<file path="src/rtl/uart_pkg.sv">
// Shared definitions for the UART echo blocks: ASCII constants, mode-bit
// positions, TX state encoding and the case-folding helper.
package uart_pkg;

  localparam logic [7:0] CHAR_CR     = 8'h0D;
  localparam logic [7:0] CHAR_LF     = 8'h0A;
  localparam logic [7:0] CHAR_A_LO   = 8'h61;
  localparam logic [7:0] CHAR_Z_LO   = 8'h7A;
  localparam logic [7:0] CASE_OFFSET = 8'h20;

  // Bit positions inside the 2-bit mode input
  localparam int MODE_UPCASE = 0;
  localparam int MODE_CRLF   = 1;

  typedef enum logic [1:0] {
    TX_IDLE    = 2'd0,
    TX_HOLD    = 2'd1,
    TX_SEND_LF = 2'd2
  } tx_state_t;

  // Fold a-z to A-Z when enabled; every other byte passes through untouched
  function automatic logic [7:0] upcase(input logic [7:0] b, input logic en);
    logic [7:0] r;
    r = b;
    if (en && (b >= CHAR_A_LO) && (b <= CHAR_Z_LO)) begin
      r = b - CASE_OFFSET;
    end
    return r;
  endfunction

endpackage

</file>
<file path="src/rtl/uart_echo_fifo_sync_fifo.sv">
// Generic single-clock first-word-fallthrough FIFO. Occupancy is kept as an
// explicit counter so full/empty never need an extra pointer bit. A push into
// a full FIFO is accepted when a pop happens in the same cycle.
module sync_fifo #(
  parameter int WIDTH = 8,
  parameter int DEPTH = 16
) (
  input  logic                     clk,
  input  logic                     reset,
  input  logic                     push,
  input  logic                     pop,
  input  logic [WIDTH-1:0]         din,
  output logic [WIDTH-1:0]         dout,
  output logic                     full,
  output logic                     empty,
  output logic [$clog2(DEPTH):0]   level
);

  localparam int AW = $clog2(DEPTH);
  localparam int LW = AW + 1;

  logic [WIDTH-1:0] mem [DEPTH];
  logic [AW-1:0]    wr_ptr_reg;
  logic [AW-1:0]    rd_ptr_reg;
  logic [LW-1:0]    level_reg;
  logic             push_ok;
  logic             pop_ok;

  assign empty   = (level_reg == '0);
  assign full    = (level_reg == LW'(DEPTH));
  assign pop_ok  = pop && !empty;
  assign push_ok = push && (!full || pop_ok);

  // Head of queue is visible combinationally (fall-through)
  assign dout  = mem[rd_ptr_reg];
  assign level = level_reg;

  // Storage array: no reset, contents are invalidated by the pointers
  always_ff @(posedge clk) begin
    if (push_ok) begin
      mem[wr_ptr_reg] <= din;
    end
  end

  // Pointer and occupancy bookkeeping
  always_ff @(posedge clk or posedge reset) begin
    if (reset) begin
      wr_ptr_reg <= '0;
      rd_ptr_reg <= '0;
      level_reg  <= '0;
    end else begin
      if (push_ok) begin
        wr_ptr_reg <= wr_ptr_reg + AW'(1);
      end
      if (pop_ok) begin
        rd_ptr_reg <= rd_ptr_reg + AW'(1);
      end
      case ({push_ok, pop_ok})
        2'b10:   level_reg <= level_reg + LW'(1);
        2'b01:   level_reg <= level_reg - LW'(1);
        default: level_reg <= level_reg;
      endcase
    end
  end

endmodule

</file>
<file path="src/rtl/uart_echo_fifo.sv">
// Buffered UART echo: drains buart receive strobes into a FIFO and replays
// them through the transmitter, optionally upper-casing and expanding CR to
// CR LF. Bytes arriving at a full FIFO are dropped and counted.
module uart_echo_fifo
  import uart_pkg::*;
#(
  parameter int DEPTH      = 16,
  parameter int TX_HOLDOFF = 2
) (
  input  logic                   clk,
  input  logic                   reset,
  input  logic                   rx_valid,
  input  logic [7:0]             rx_data,
  output logic                   uart_rd,
  input  logic                   tx_busy,
  output logic                   uart_wr,
  output logic [7:0]             tx_data,
  input  logic [1:0]             mode,
  input  logic                   tx_enable,
  input  logic                   ovf_clr,
  output logic [$clog2(DEPTH):0] fifo_level,
  output logic                   overflow,
  output logic [7:0]             ovf_count
);

  // Counter spans 0..TX_HOLDOFF-1; keep at least one bit for TX_HOLDOFF=1
  localparam int HW = (TX_HOLDOFF > 1) ? $clog2(TX_HOLDOFF) : 1;

  logic            rx_hold_reg;
  logic            rx_take;
  logic            rx_drop;
  logic            fifo_pop;
  logic            fifo_full;
  logic            fifo_empty;
  logic [7:0]      fifo_dout;
  tx_state_t       state_reg;
  logic [HW-1:0]   hold_cnt_reg;
  logic            lf_pend_reg;

  // rx_valid is only trusted when we did not just strobe uart_rd
  assign rx_take  = rx_valid && !rx_hold_reg;
  assign fifo_pop = (state_reg == TX_IDLE) && !fifo_empty && tx_enable && !tx_busy;
  // A full FIFO still accepts the byte if a slot frees up this same cycle
  assign rx_drop  = rx_take && fifo_full && !fifo_pop;

  sync_fifo #(
    .WIDTH (8),
    .DEPTH (DEPTH)
  ) u_fifo (
    .clk   (clk),
    .reset (reset),
    .push  (rx_take),
    .pop   (fifo_pop),
    .din   (rx_data),
    .dout  (fifo_dout),
    .full  (fifo_full),
    .empty (fifo_empty),
    .level (fifo_level)
  );

  // Receive handshake: one-cycle read strobe followed by a one-cycle blind spot
  always_ff @(posedge clk or posedge reset) begin
    if (reset) begin
      uart_rd     <= 1'b0;
      rx_hold_reg <= 1'b0;
    end else begin
      uart_rd     <= rx_take;
      rx_hold_reg <= rx_take;
    end
  end

  // Drop accounting; a clear beats a simultaneous drop
  always_ff @(posedge clk or posedge reset) begin
    if (reset) begin
      overflow  <= 1'b0;
      ovf_count <= 8'd0;
    end else if (ovf_clr) begin
      overflow  <= 1'b0;
      ovf_count <= 8'd0;
    end else if (rx_drop) begin
      overflow <= 1'b1;
      if (ovf_count != 8'hFF) begin
        ovf_count <= ovf_count + 8'd1;
      end
    end
  end

  // Transmit sequencer: pop/transform, wait out the busy-flag lag, append LF
  always_ff @(posedge clk or posedge reset) begin
    if (reset) begin
      state_reg    <= TX_IDLE;
      hold_cnt_reg <= '0;
      lf_pend_reg  <= 1'b0;
      uart_wr      <= 1'b0;
      tx_data      <= 8'd0;
    end else begin
      uart_wr <= 1'b0;
      case (state_reg)
        TX_IDLE: begin
          if (fifo_pop) begin
            tx_data      <= upcase(fifo_dout, mode[MODE_UPCASE]);
            uart_wr      <= 1'b1;
            lf_pend_reg  <= mode[MODE_CRLF] && (fifo_dout == CHAR_CR);
            hold_cnt_reg <= '0;
            state_reg    <= TX_HOLD;
          end
        end
        TX_HOLD: begin
          if (hold_cnt_reg == HW'(TX_HOLDOFF - 1)) begin
            state_reg <= lf_pend_reg ? TX_SEND_LF : TX_IDLE;
          end else begin
            hold_cnt_reg <= hold_cnt_reg + HW'(1);
          end
        end
        TX_SEND_LF: begin
          // tx_enable deliberately ignored so a started CR LF pair completes
          if (!tx_busy) begin
            tx_data      <= CHAR_LF;
            uart_wr      <= 1'b1;
            lf_pend_reg  <= 1'b0;
            hold_cnt_reg <= '0;
            state_reg    <= TX_HOLD;
          end
        end
        default: begin
          state_reg <= TX_IDLE;
        end
      endcase
    end
  end

endmodule

</file>
<file path="config.mk">
export PLATFORM = sky130hd
export DESIGN_NAME = uart_echo_fifo
export DESIGN_NICKNAME = d
export VERILOG_FILES = /design/src/rtl/uart_pkg.sv /design/src/rtl/uart_echo_fifo_sync_fifo.sv /design/src/rtl/uart_echo_fifo.sv
export SDC_FILE = /design/constraint.sdc
export NUM_CORES = 1
export LEC_CHECK = 0
export CORE_ASPECT_RATIO = 0.7
export CORE_MARGIN = 4
export CORE_UTILIZATION = 40
export DETAILED_ROUTE_END_ITERATION = 7
export SYNTH_ARGS = -nofsm -noshare
export SYNTH_HDL_FRONTEND = slang
export SYNTH_HIERARCHICAL = 1
export SYNTH_SLANG_ARGS = --single-unit
export TNS_END_PERCENT = 20
</file>
<file path="constraint.sdc">
create_clock -name clk -period 2.7 [get_ports clk]
set_clock_uncertainty 0.15 [all_clocks]
set_input_delay 0.27 -clock clk [delete_from_list [all_inputs] [get_ports clk]]
set_output_delay 0.27 -clock clk [all_outputs]
set_load 0.02 [all_outputs]
</file>
Word level (Yosys, flattened, before mapping)
Memory sizes are Yosys's and may differ from the RTL's.
Index checks and enable logic that the tools add are counted.

operators by class
  $add $sub $neg = 7
  $lt $le $gt $ge = 2
  equality and inequality tests = 10
  muxes and demuxes = 26
  reduce and logical (&&, ||, !) cells = 28

operators with widths
  operator                                                                count
  8-bit two-way mux                                                       6
  8-bit one-hot mux with 2 select lines                                   1
  1-bit logical AND                                                       11
  1-bit two-way mux                                                       10
  5-bit one-hot mux with 2 select lines                                   1
  3-bit AND reduction                                                     3
  4-bit by 1-bit adder with 4-bit output (second input constant)          2
  8-bit by 1-bit adder with 8-bit output (second input constant)          1
  8-bit by 4-bit equality test with 1-bit output (second input constant)  1
  8-bit by 7-bit >= comparator with 1-bit output (second input constant)  1
  8-bit by 7-bit <= comparator with 1-bit output (second input constant)  1
  2-bit two-way mux                                                       4
  8-bit inequality test (second input constant)                           1
  2-bit nonzero test                                                      4
  8-bit by 6-bit subtractor with 8-bit output (second input constant)     1
  2-bit inequality test (second input constant)                           3
  2-bit one-hot mux with 3 select lines                                   1
  5-bit by 1-bit adder with 5-bit output (second input constant)          1
  5-bit equality test (second input constant)                             1
  1-bit zero test                                                         5
  5-bit zero test                                                         1
  5-bit by 1-bit subtractor with 5-bit output (second input constant)     1
  2-bit by 1-bit equality test with 1-bit output (second input constant)  2
  2-bit equality test (second input constant)                             2
  other kinds (7)                                                         8

storage, ports and cells
  register bits = 36
  RAM bits = 128
  output and inout port bits = 24
  logic and storage cells = 85
  memories = 1

memories
  name        depth  width  read ports  clocked after Yosys merged registers in  write ports  RTL line                        source
  u_fifo.mem  16     8      1           0                                        1            uart_echo_fifo_sync_fifo.sv:22  logic [WIDTH-1:0] mem [DEPTH];

Logic depth before layout (Yosys ltp)
Gate-level depths: netlist (run 1).

  word-level depth = 10
  mapped depth = 14

Modules after synthesis
Netlist (run 1), hierarchy kept.

by module, submodules not included
  module          instances  cells an instance  area an instance (um^2)  sequential area each (um^2)
  sync_fifo       1          298                5754.3                   4169.0
  uart_echo_fifo  1          114                1163.6                   575.6

Least setup slack after synthesis (run 1)
OpenSTA, ideal clock, no wires.

  kind = reg-to-reg
  start = register u_fifo.level_reg[1] (netlist: u_fifo/level[1])
  end = register u_fifo.level_reg[4] (netlist: u_fifo/level[4])
  setup time = 0.088 ns
  arrival = 2.809 ns
  data required time = 2.462 ns
  slack = -0.347 ns
  cell stages (with the launch flop) = 14
  cell sequence = dfrtp_1 nor4_4 nand2b_1 inv_1 nor4_4 nand2_1 inv_2 o21ai_2 or2_2 fa_1 nand2b_1 a211o_1 o31a_1 o211ai_1

between the ends
  longest elaborated chain between the ends = 10
  elaborated cells between the ends (all ways) = 16

RTL lines
  element                                                                                RTL line                        source
  from (decl)                                                                            uart_echo_fifo_sync_fifo.sv:25  logic [LW-1:0] level_reg;
  from (signal assigned)                                                                 uart_echo_fifo_sync_fifo.sv:59  2'b10: level_reg <= level_reg + LW'(1);
  from (signal assigned)                                                                 uart_echo_fifo_sync_fifo.sv:60  2'b01: level_reg <= level_reg - LW'(1);
  from (signal assigned)                                                                 uart_echo_fifo_sync_fifo.sv:61  default: level_reg <= level_reg;
  5-bit zero test *                                                                      uart_echo_fifo_sync_fifo.sv:29  assign empty = (level_reg == '0);
  net fifo_empty                                                                         uart_echo_fifo.sv:34            logic fifo_empty;
  1-bit zero test *                                                                      uart_echo_fifo.sv:42            assign fifo_pop = (state_reg == TX_IDLE) && !fifo_empty && tx_enable && !tx_busy;
  1-bit logical AND * (3 in a row)                                                       uart_echo_fifo.sv:42
  net fifo_pop                                                                           uart_echo_fifo.sv:32            logic fifo_pop;
  1-bit logical AND *                                                                    uart_echo_fifo_sync_fifo.sv:31  assign pop_ok = pop && !empty;
  1-bit logical OR                                                                       uart_echo_fifo_sync_fifo.sv:32  assign push_ok = push && (!full || pop_ok);
  1-bit logical AND                                                                      uart_echo_fifo_sync_fifo.sv:32
  2-bit by 1-bit equality test with 1-bit output or 2-bit equality test (tied branches)  uart_echo_fifo_sync_fifo.sv:58  case ({push_ok, pop_ok})
  5-bit one-hot mux with 2 select lines or 2-bit nonzero test (tied branches)            -

Mark *: on every way through the listed nets, which the timed path passes. The rest lies on a longest branch.
A chain may end at the register's enable or synchronous reset.

Worst setup path after layout (run 1)
  start = register u_fifo.level_reg[3] (netlist: u_fifo/level[3])
  end = register u_fifo.level_reg[4] (netlist: u_fifo/level[4])

Same word-level chain as after synthesis.

==> out/qor.yml, run 1 <==
status: "finished, final reports clean"
via_per_inst: 5.34
fin_crit_ns: 2.59
clkPwrFrac_pct: 25.8
final.setup.tns_ns: 0
yosysWarnings: 6
final_common_cell: "edfxtp_1"
htreeDepth: 4
ff2ff_path_depth: 13
p_switching_w: 0.00278
critPathKind: "flip-flop to flip-flop"
die_h_um: 118
synth_top_area_share_pct: 55.6
route.vias.total: 3919
fp-row-count: 39
setup_violations: 0
crit_path_start_kind: "flip-flop"
worstReg2RegStart: "u_fifo/level[3]$_DFFE_PP0P_"
syn_area_um2: 6920
critical-path-slowest-cell: "dfrtp_2"
nNetsFinal: 523
synth-seq-cells: 164
avgSynthCellArea_um2: 16.8
switching_share_pct: 32.6
setup.worst_path.end_class: "flip-flop"
clockBufferDepth: 2
worstMarginPinSlew_ns: 0.668
grt_pass1_wl_um: 23300
crit_path_max_incr_delay_ns: 0.43
initial_utilization_pct: 41.6
postCtsHoldBufs: 0
nFillCells: 1333
hold_path_class: "primary input to async pin"
track_usage_pct: 16.2
grt_pass1_vias: 3869
synth_edf_count: 128
max_freq_mhz: 386
seqPwrFrac_pct: 38.2
clkTransAtPathRegs_ns: 0.06
ant_nets: 0
largest_reg_flops: 128
comb_power_share_pct: 36.0
ys_async_sr_fraction_pct: 22.0
synth_cells: 412
final_cell_mix: "128 x edfxtp_1, 39 x clkdlybuf4s50_1, 32 x mux4_2"
rsz0062_at_grt: "yes"
slew_viol_final: 0
clock_latency_ns: 0.41
cts_sinks: 164
die_w_um: 165
place_hpwl_um: 10300
synth.distinct_cells: 60
synthFlopType: "edfxtp_1"
synth_top_area_cell: "edfxtp_1"
post-route-drc-count: 0
grt_overflow: 0
numCtsBuffers: 17
cts_tree: "built"
final_hold_viol_count: 0
reg_top3: "u_fifo/mem x128, ovf_count x8, tx_data x8"
endpoint: "u_fifo/level[4]$_DFFE_PP0P_"
crit_fanout: 5
startpoint: "u_fifo/level[3]$_DFFE_PP0P_"
synth.net_count: 439
syn_to_final_growth_pct: 24.4
fp.coreArea_um2: 16600
die_area_um2: 19500
wire_per_inst_um: 20.5
cts_root_buf: "clkbuf_16"
r2r_end: "u_fifo/level[4]$_DFFE_PP0P_"
crit_arrival_ns: 2.77
critical_path.most_common_cell: "nor4_4"
max_cap_viol_count: 0
drive_above_1_share_pct: 24.8
antenna_found_initial: 0
cp_num_buf_inv: 2
port_buffers: 39
first_pass_iters: 5
period_share_pct: 95.9
wl_um: 15000
drtIter0Drc: 363
peakVddDrop_v: 0.000468
powerDensity_nw_per_um2: 992
crit_chain: "nor4_4, nand2b_1, inv_2, nor4_4, nand2_2, inv_4, o21ai_4, or2_4, fa_2, nand2b_4, a211o_1, o31a_1, o211ai_1"
yosys-top-cells-area: "edfxtp_1 56%, dfrtp_1 13%, mux4_2 10%, ha_1 1.8%, a22oi_1 1.7%"
required_ns: 2.88
max_slew_margin_pct: 55.4
yosysSeqAreaShare_pct: 68.6
regMostFlops: "u_fifo/mem"
grt_max_degree: 36
place.gp.congestion: 0.801
cp_top_family: "simple AND/OR/NAND/NOR gates"
final_util_pct: 51.7
r2r_slack_ns: 0.11
diodes: 0
cp_num_cells: 13
ioPinCount: 40
intPower_w: 0.00575
p_leak_nw: 3.03
[power by group through the flow]
| stage | Sequential, W | Clock (W) | Combinational, W |
|---|---|---|---|
| after floorplan | 0.00338 | 0 | 0.00176 |
| after global placement | 0.00330 | 0 | 0.00297 |
| after detailed placement | 0.00331 | 0 | 0.00302 |
| after CTS | 0.00326 | 0.00225 | 0.00304 |
| after global routing | 0.00330 | 0.00237 | 0.00332 |
| final | 0.00326 | 0.00220 | 0.00307 |
[synth_stat cells, types with 4 or more instances]
| cell type | n |
|---|---|
| a21oi_1 | 8 |
| inv_1 | 15 |
| dfrtp_1 | 36 |
| o211ai_1 | 4 |
| and2_1 | 14 |
| nand2b_1 | 8 |
| edfxtp_1 | 128 |
| nor2_1 | 11 |
| mux4_2 | 32 |
| a22oi_1 | 16 |
| nor2b_1 | 4 |
| a22o_1 | 4 |
| nand2_1 | 22 |
| and3_1 | 4 |
| o31ai_1 | 4 |
| xnor2_1 | 8 |
| buf_1 | 5 |
| ha_1 | 10 |
| nand3_1 | 13 |
[cell families after synthesis]
logic type | share of synthesized area [%]
flip-flops | 68.6
AND/OR/NAND/NOR | 8.18
AO/OA/AOI/OAI | 6.57
multiplexers | 11.3
buffers and inverters | 2.10
adder cells (fa/ha/maj) | 2.10
XOR/XNOR | 1.14
[routing by layer]
metal	share of wire, %	GRT usage [%]	routed length, µm	vias to the layer above
met5	0	0	0	-
met4	0.91	4.57	136	0
met3	5.2	3.54	777	10
met2	45	21.6	6690	95
met1	49	26.2	7420	2012
li1	-	-	-	1802
[worst min-delay path by stage]
stage,end,cells after the start
after floorplan,u_fifo/rd_ptr_reg[0]$_DFFE_PP0N_,1
after global placement,tx_data[5]$_DFFE_PP0P_,2
after detailed placement,tx_data[5]$_DFFE_PP0P_,2
after CTS,ovf_count[7]$_DFFE_PP0P_,3
after global routing,rx_hold_reg$_DFF_PP0_,3
final,rx_hold_reg$_DFF_PP0_,3
[worst register-to-register path, stage by stage (launching register included)]
cell and delay (ns):
dfrtp_2 0.43, nor4_4 0.06, nand2b_1 0.10, inv_2 0.07, nor4_4 0.16, nand2_2 0.12, inv_4 0.10, o21ai_4 0.06
or2_4 0.24, fa_2 0.35, nand2b_4 0.15, a211o_1 0.26, o31a_1 0.10, o211ai_1 0.15
[per-stage QoR]
| step | instance area, µm² | instances | worst slack (ns) | hold WS (ns) | total power (W) |
|---|---|---|---|---|---|
| floorplan | 6950 | 412 | -0.132 | -0.00338 | 0.00514 |
| global placement | 8010 | 699 | 0.0184 | 0.311 | 0.00626 |
| detailed placement | 8010 | 699 | -0.0751 | 0.319 | 0.00633 |
| CTS | 8560 | 731 | 0.00876 | 0.0770 | 0.00855 |
| global route | 8610 | 734 | -0.0789 | 0.0948 | 0.00898 |
| finish | 8610 | 734 | 0.110 | 0.0788 | 0.00854 |
[layout make-up]
class,instances,area [µm²],share of cell area (%)
clock buffers,17,425,4.94
clock inverters,15,116,1.35
inverters,17,66.3,0.770
multi-input cells,216,2080,24.2
flip-flops and latches,164,4750,55.2
well taps,225,282,3.27
repair buffers,80,886,10.3
[timing repair]
item                                    in CTS  in global routing
pin swaps                                    0                  6
endpoints found under the setup margin       1                 35
gates resized for setup                      1                  6
cloned                                       0                  0
buffers inserted                             0                  3
No activity file was read; power rests on OpenSTA's default activity.
==> run 2: changes to the inputs <==
- ABC_CLOCK_PERIOD_IN_PS: default -> 2700
- CORE_ASPECT_RATIO: 0.7 -> 0.5
==> run 2 against run 1 <==
  * Global-route usage decreased by 0.28 points
  * Highest routed layer unchanged
  * Power is 1.9% higher
  * Critical path depth down 3
  * Sequential power about the same
  * Combinational power barely moved
  * Critical endpoint is now u_fifo/level[3]$_DFFE_PP0P_
  * Largest power group unchanged
==> out/qor.yml, run 2 (same netlist as run 1, synthesis figures left out) <==
status: "finished, final reports clean"
powerDensity_nw_per_um2: 1000  # +1.1%
max_slew_margin_pct: 54.5  # -0.90 points
wl_um: 14500  # -3.2%
clockBufferDepth: 2  # unchanged
worstMarginPinSlew_ns: 0.681  # +0.0134 ns
p_leak_nw: 3.07  # +1.4%
final_common_cell: "edfxtp_1"
cts_tree: "built"
hold_path_class: "primary input to async pin"
setup_violations: 0  # unchanged
wire_per_inst_um: 19.6  # -4.1%
fin_crit_ns: 2.56  # -0.0274 ns
numCtsBuffers: 17  # unchanged
final_util_pct: 52.0  # +0.31 points
timing.hold.ws_ns: 0.0627  # -0.0161 ns
track_usage_pct: 15.9  # -0.28 points
nFillCells: 1353  # +1.5%
fp.coreArea_um2: 16700  # +0.25%
register_area_um2: 4750  # unchanged
cts_root_buf: "clkbuf_16"
period_share_pct: 94.9  # -1.0 points
nNetsFinal: 528  # +0.96%
final_hold_viol_count: 0  # unchanged
crit_path_start_kind: "flip-flop"
slew_viol_final: 0  # unchanged
syn_to_final_growth_pct: 25.5
critPathKind: "flip-flop to flip-flop"
grt_max_degree: 36  # unchanged
htreeDepth: 4  # unchanged
final_cell_mix: "128 x edfxtp_1, 39 x clkdlybuf4s50_1, 33 x buf_4"
max_cap_viol_count: 0  # unchanged
crit_arrival_ns: 2.72  # -0.05 ns
drtIter0Drc: 288  # -21%
ant_nets: 0  # unchanged
ioPinCount: 40  # unchanged
multi_input_area_um2: 2100  # +0.84%
diodes: 0  # unchanged
grt_overflow: 0  # unchanged
peakVddDrop_v: 0.000477  # +2.0%
drive_above_1_share_pct: 26.7  # +1.9 points
max_freq_mhz: 390  # +1.1%
cts_sinks: 164  # unchanged
reg_top3: "u_fifo/mem x128, ovf_count x8, tx_data x8"
via_per_inst: 5.20  # -2.7%
antenna_found_initial: 0  # unchanged
rsz0062_at_grt: "yes"
setup.worst_path.end_class: "flip-flop"
port_buffers: 39  # unchanged
fp-row-count: 33  # -15%
grt_pass1_vias: 4018  # +3.9%
initial_utilization_pct: 41.5  # -0.10 points
largest_reg_flops: 128  # unchanged
route.vias.total: 3851  # -1.7%
place.gp.congestion: 0.803  # +0.29%
die_h_um: 101  # -14%
die_w_um: 194  # +17%
grt_pass1_wl_um: 23300  # +0.12%
regMostFlops: "u_fifo/mem"
post-route-drc-count: 0  # unchanged
required_ns: 2.86  # -0.02 ns
clock_latency_ns: 0.42  # about the same
p_total_w: 0.00870  # +1.9%
place_hpwl_um: 9720  # -5.2%
first_pass_iters: 4  # -1
die_area_um2: 19600  # +0.48%
crit_fanout: 4  # -1
clkTransAtPathRegs_ns: 0.07  # about the same
## run 2: repair_timing
action / in CTS / in global routing
hold buffers: 0 / 0
buffers inserted: 0 / 5
gates resized for setup: 0 / 10
endpoints found under the setup margin: 0 / 5
## run 2: worst max-delay path: stages (launching register included)
cell     delay [ns]
dfrtp_2        0.43
buf_4          0.16
or4_1          0.46
o21ai_4        0.15
or2_4          0.14
inv_2          0.06
ha_1           0.27
a21o_1         0.19
a21oi_2        0.15
xnor2_1        0.08
a32o_1         0.21
## run 2: final cells by class
type                       count  area share, %
sequential                   164           54.7
clock inverter                14           1.86
clock buffer                  18           4.94
inverter                      17          0.764
tap                          227           3.27
timing repair buffer          85           10.2
multi-input combinational    216           24.2
## run 2: routing by layer
layer / vias up / wire, µm / share of wire (%) / GRT usage, %
met5: - / 0 / 0 / 0
met4: 0 / 134 / 0.92 / 5.51
met3: 7 / 643 / 4.4 / 4.24
met2: 80 / 6460 / 44 / 23.2
met1: 1963 / 7300 / 50 / 23.2
li1: 1801 / - / - / -
## run 2: through the flow
| step | setup TNS, ns | cell area (µm²) | setup WS, ns | std cells |
|---|---|---|---|---|
| 6_report | 0 | 8680 | 0.138 | 741 |
| 5_1_grt | -0.0325 | 8680 | -0.0181 | 741 |
| 4_1_cts | 0 | 8590 | 0.0377 | 736 |
| 3_5_place_dp | 0 | 8000 | 0.00502 | 704 |
| 3_3_place_gp | 0 | 8000 | 0.0382 | 704 |
| 2_1_floorplan | -0.282 | 6950 | -0.132 | 412 |
## run 2: power by group
group / internal [W] / switching (W)
clock: 0.00132 / 0.00106
combinational: 0.00150 / 0.00155
sequential: 0.00304 / 0.000227
## run 2: worst paths after layout
check | startpoint | endpoint | slack, ns | cells past startpoint
max | u_fifo/level[2]$_DFFE_PP0P_ | u_fifo/level[3]$_DFFE_PP0P_ | 0.14 | 10
min | reset | u_fifo/level[3]$_DFFE_PP0P_ | 0.06 | 2
max reg2reg | u_fifo/level[2]$_DFFE_PP0P_ | u_fifo/level[3]$_DFFE_PP0P_ | 0.14 | 10
min reg2reg | hold_cnt_reg$_DFFE_PP0P_ | state_reg[0]$_DFFE_PP0P_ | 0.33 | 1
max in group asynchronous | reset | u_fifo/rd_ptr_reg[0]$_DFFE_PP0N_ | 1.96 | 2
min in group clk | hold_cnt_reg$_DFFE_PP0P_ | state_reg[0]$_DFFE_PP0P_ | 0.33 | 1
==> variant 1: new RTL, config.mk and constraints of run 2 <==
Register the inputs `rx_valid`, `rx_data`, `tx_busy`, `mode`, `tx_enable` and `ovf_clr` before use, without a reset. The logic sees them one clock later.
--- a/src/rtl/uart_echo_fifo.sv
+++ b/src/rtl/uart_echo_fifo.sv
@@ -26,6 +26,22 @@
   // Counter spans 0..TX_HOLDOFF-1; keep at least one bit for TX_HOLDOFF=1
   localparam int HW = (TX_HOLDOFF > 1) ? $clog2(TX_HOLDOFF) : 1;
 
+  logic rx_valid_q;
+  logic [7:0] rx_data_q;
+  logic tx_busy_q;
+  logic [1:0] mode_q;
+  logic tx_enable_q;
+  logic ovf_clr_q;
+
+  always_ff @(posedge clk) begin
+    rx_valid_q  <= rx_valid;
+    rx_data_q   <= rx_data;
+    tx_busy_q   <= tx_busy;
+    mode_q      <= mode;
+    tx_enable_q <= tx_enable;
+    ovf_clr_q   <= ovf_clr;
+  end
+
   logic            rx_hold_reg;
   logic            rx_take;
   logic            rx_drop;
@@ -38,8 +54,8 @@
   logic            lf_pend_reg;
 
   // rx_valid is only trusted when we did not just strobe uart_rd
-  assign rx_take  = rx_valid && !rx_hold_reg;
-  assign fifo_pop = (state_reg == TX_IDLE) && !fifo_empty && tx_enable && !tx_busy;
+  assign rx_take  = rx_valid_q && !rx_hold_reg;
+  assign fifo_pop = (state_reg == TX_IDLE) && !fifo_empty && tx_enable_q && !tx_busy_q;
   // A full FIFO still accepts the byte if a slot frees up this same cycle
   assign rx_drop  = rx_take && fifo_full && !fifo_pop;
 
@@ -51,7 +67,7 @@
     .reset (reset),
     .push  (rx_take),
     .pop   (fifo_pop),
-    .din   (rx_data),
+    .din   (rx_data_q),
     .dout  (fifo_dout),
     .full  (fifo_full),
     .empty (fifo_empty),
@@ -74,7 +90,7 @@
     if (reset) begin
       overflow  <= 1'b0;
       ovf_count <= 8'd0;
-    end else if (ovf_clr) begin
+    end else if (ovf_clr_q) begin
       overflow  <= 1'b0;
       ovf_count <= 8'd0;
     end else if (rx_drop) begin
@@ -98,9 +114,9 @@
       case (state_reg)
         TX_IDLE: begin
           if (fifo_pop) begin
-            tx_data      <= upcase(fifo_dout, mode[MODE_UPCASE]);
+            tx_data      <= upcase(fifo_dout, mode_q[MODE_UPCASE]);
             uart_wr      <= 1'b1;
-            lf_pend_reg  <= mode[MODE_CRLF] && (fifo_dout == CHAR_CR);
+            lf_pend_reg  <= mode_q[MODE_CRLF] && (fifo_dout == CHAR_CR);
             hold_cnt_reg <= '0;
             state_reg    <= TX_HOLD;
           end
@@ -114,7 +130,7 @@
         end
         TX_SEND_LF: begin
           // tx_enable deliberately ignored so a started CR LF pair completes
-          if (!tx_busy) begin
+          if (!tx_busy_q) begin
             tx_data      <= CHAR_LF;
             uart_wr      <= 1'b1;
             lf_pend_reg  <= 1'b0;
Formal check against the unedited RTL: not equivalent (a bounded check fails within 4 cycles, from zero or initial values and one cycle with reset high).
==> variant 1 against run 2 <==
- via count rose by 3.8%
- worst setup slack worse by 0.23 ns
- sequential cell count grew 14
- synthesized area up 3.7%
- largest cell class unchanged
- power up 4.3%
- sequential power up 7.6%
- wire length is 3.8% higher
- largest power group unchanged
- global-route usage down 0.26 points
- die area rose by 3.5%
- the flow now finishes with violations (setup timing)
- synthesized cell count up 1.9%
- worst hold slack better by 0.0067 ns
- design area up 4.0%
==> variant 1: results <==
[pwr]
vdd_drop_max_v = 0.000532
swShare_pct = 32.8
p_clk_share_pct = 26.4
p_leak_uw = 0.00321

[layout]
nets = 539

[logic_synthesis]
synth_area_leaders = edfxtp_1 (54%), dfrtp_1 (13%), mux4_2 (10%)
synth_mux_area_share_pct = 10.9
synthAdderAreaFrac_pct = 2.02
yosysSeqAreaShare_pct = 70.0
async_reset_ff_share_pct = 20.2
synth-xor-area-share_pct = 1.10
synth_compound_area_share_pct = 6.54

[grt]
use_met2_pct = 24.8
grt_use_met3_pct = 2.97
grt_usage_pct = 15.6

[placement]
dpl.hpwl_mm = 9.96
dpl_worst_slack_ns = -0.101
dp_cells = 727
gp_congestion = 0.771

[route]
wl_mm = 15.1

[outcome]
violations = setup timing
status = finished, violations left

[sta]
setup_viol = 51
timing.hold.ws_ns = 0.0694
fin_ws_ns = -0.0913

[setup_path]
path_max_fanout = 2
slowest_stage = or4b_4
variant 1: cell count changes in the layout (fill, tap and decap cells not counted), moves of 4 or more:
| cell | change |
|---|---|
| o21ai_0 | +4 |
| and2_1 | -9 |
| and2_4 | +10 |
| dfxtp_1 | +14 |
variant 1: what timing repair did:
item,in CTS,in global routing
hold endpoints to repair,0,0
setup buffers,0,2
gates resized for setup,2,23
pin swaps,1,2
endpoints found under the setup margin,37,124
variant 1: cell families after synthesis:
| group | count (synthesis) |
|---|---|
| AO/OA/AOI/OAI | 62 |
| adder cells (fa/ha/maj) | 11 |
| flip-flops | 178 |
| buffers and inverters | 29 |
| multiplexers | 38 |
| XOR/XNOR | 9 |
| AND/OR/NAND/NOR | 93 |
variant 1: layout make-up:
| class | instances | area share, % |
|---|---|---|
| clock inverters | 14 | 1.55 |
| well taps | 234 | 3.24 |
| flip-flops and latches | 178 | 55.7 |
| clock buffers | 17 | 4.71 |
| inverters | 14 | 0.582 |
| multi-input cells | 213 | 23.7 |
| repair buffers | 88 | 10.5 |
==> variant 2: new RTL, settings of run 2 <==
Without the edit above. `DEPTH` is set to 16 in 2 places; all go to 32.
--- a/src/rtl/uart_echo_fifo_sync_fifo.sv
+++ b/src/rtl/uart_echo_fifo_sync_fifo.sv
@@ -3,7 +3,7 @@
 // a full FIFO is accepted when a pop happens in the same cycle.
 module sync_fifo #(
   parameter int WIDTH = 8,
-  parameter int DEPTH = 16
+  parameter int DEPTH = 32
 ) (
   input  logic                     clk,
   input  logic                     reset,
--- a/src/rtl/uart_echo_fifo.sv
+++ b/src/rtl/uart_echo_fifo.sv
@@ -4,7 +4,7 @@
 module uart_echo_fifo
   import uart_pkg::*;
 #(
-  parameter int DEPTH      = 16,
+  parameter int DEPTH      = 32,
   parameter int TX_HOLDOFF = 2
 ) (
   input  logic                   clk,
Interface: changed (resized fifo_level); port bits go from 40 to 41. No check against the original RTL was run, so the function may have changed too.
==> variant 2 against run 2 <==
- the run now ends with setup timing left
- synthesized area up 75%
- wire length up 88%
- combinational power up 78%
- sequential cell count up 131
- first-iteration DRC count up 96%
- final cell count up 71%
- global-route usage up 0.55 points
- design area up 72%
- power up 67%
- worst setup slack worse by 0.80 ns
- critical path type unchanged
==> variant 2: results <==
[outcome]
status = finished, violations left
violations = setup timing

[setup_path]
path_max_fanout = 8
r2r-end = u_fifo/mem[10][7]$_DFFE_PP_
r2r_cells = 16

[grt]
use_met1_pct = 24.4
grt_pass1_vias = 7038
antenna_found_initial = 0
grt_use_met3_pct = 2.59
grt_pass1_wl_mm = 42.2
grt_max_degree = 43
use_met2_pct = 25.9

[sta]
relSlewSlack_pct = 49.2
setup_viol = 280
setup_tns_ns = -143.54
fin_ws_ns = -0.658

[layout]
nets = 884
drive_above_1_share_pct = 29.1
seq_area_mm2 = 0.00867

[placement]
dpl_worst_slack_ns = -0.686
dp_cells = 1205
dpl.hpwl_mm = 17.6
port_buffers = 40
place_area_mm2 = 0.0137

[logic_synthesis]
yosysSeqAreaShare_pct = 71.4
syn_nets = 755
async_reset_ff_share_pct = 13.2
synth_edf_count = 256
synth_area_leaders = edfxtp_1 (63%), dfrtp_1 (8.0%), mux4_2 (5.9%)
syn_inst = 727

[clock_tree]
h-tree-depth = 1
cts_hold_buffers = 1
cts-resized-gates = 53
cts_buffers = 27
clock_latency_ns = 0.55

[pwr]
p_leak_uw = 0.00515
vdd_drop_max_v = 0.000599
powerDensity_mw_per_mm2 = 972
p_clk_share_pct = 24.5
combinationalPower_uw = 5430
p_switching_uw = 4760

[route]
via_per_inst = 5.35
dr_total_vias = 6785

[worst_hold_path]
worstHoldPathType = in -> reg
[variant 2: layout make-up]
cell class	count	area share [%]
multi-input combinational	381	24.3
timing repair buffer	134	8.50
clock inverter	14	0.552
inverter	17	0.444
tap	391	3.27
sequential	295	58.0
clock buffer	36	4.88
[variant 2: worst max path at each step]
| stage | end | slack, ns |
|---|---|---|
| 2_1_floorplan | u_fifo/level[5]$_DFFE_PP0P_ | -0.86 |
| 3_3_place_gp | u_fifo/level[5]$_DFFE_PP0P_ | -0.65 |
| 3_5_place_dp | u_fifo/level[5]$_DFFE_PP0P_ | -0.69 |
| 4_1_cts | u_fifo/level[5]$_DFFE_PP0P_ | -0.65 |
| 5_1_grt | u_fifo/level[5]$_DFFE_PP0P_ | -0.74 |
| 6_report | u_fifo/mem[10][7]$_DFFE_PP_ | -0.66 |
[variant 2: worst max-delay path, cell delays in order (launching register included)]
cell and delay [ns]:
dfrtp_2 0.40, or4_4 0.54, or3_4 0.35, inv_2 0.08
nor4_4 0.04, nand2_2 0.10, inv_4 0.04, buf_4 0.12
buf_6 0.10, buf_6 0.10, buf_8 0.11, nand2b_4 0.13
o31a_4 0.32, buf_12 0.15, nand2_8 0.16, buf_12 0.13
nor2_4 0.06
[variant 2: per-layer routing]
layer | part of all wire, % | wire (um) | vias up
li1 | - | - | 3107
met1 | 46 | 12600 | 3456
met2 | 46 | 12600 | 183
met3 | 5.9 | 1610 | 39
met4 | 2.1 | 573 | 0
met5 | 0 | 0 | -
[variant 2: kinds of logic after synthesis]
family	synth area share, %
muxes	12.0
adders and majority gates	1.30
DFF	71.4
buffers and inverters	1.92
and+or+nand+nor	6.91
AOI/OAI and AO/OA	5.68
xor gates and xnor gates	0.794
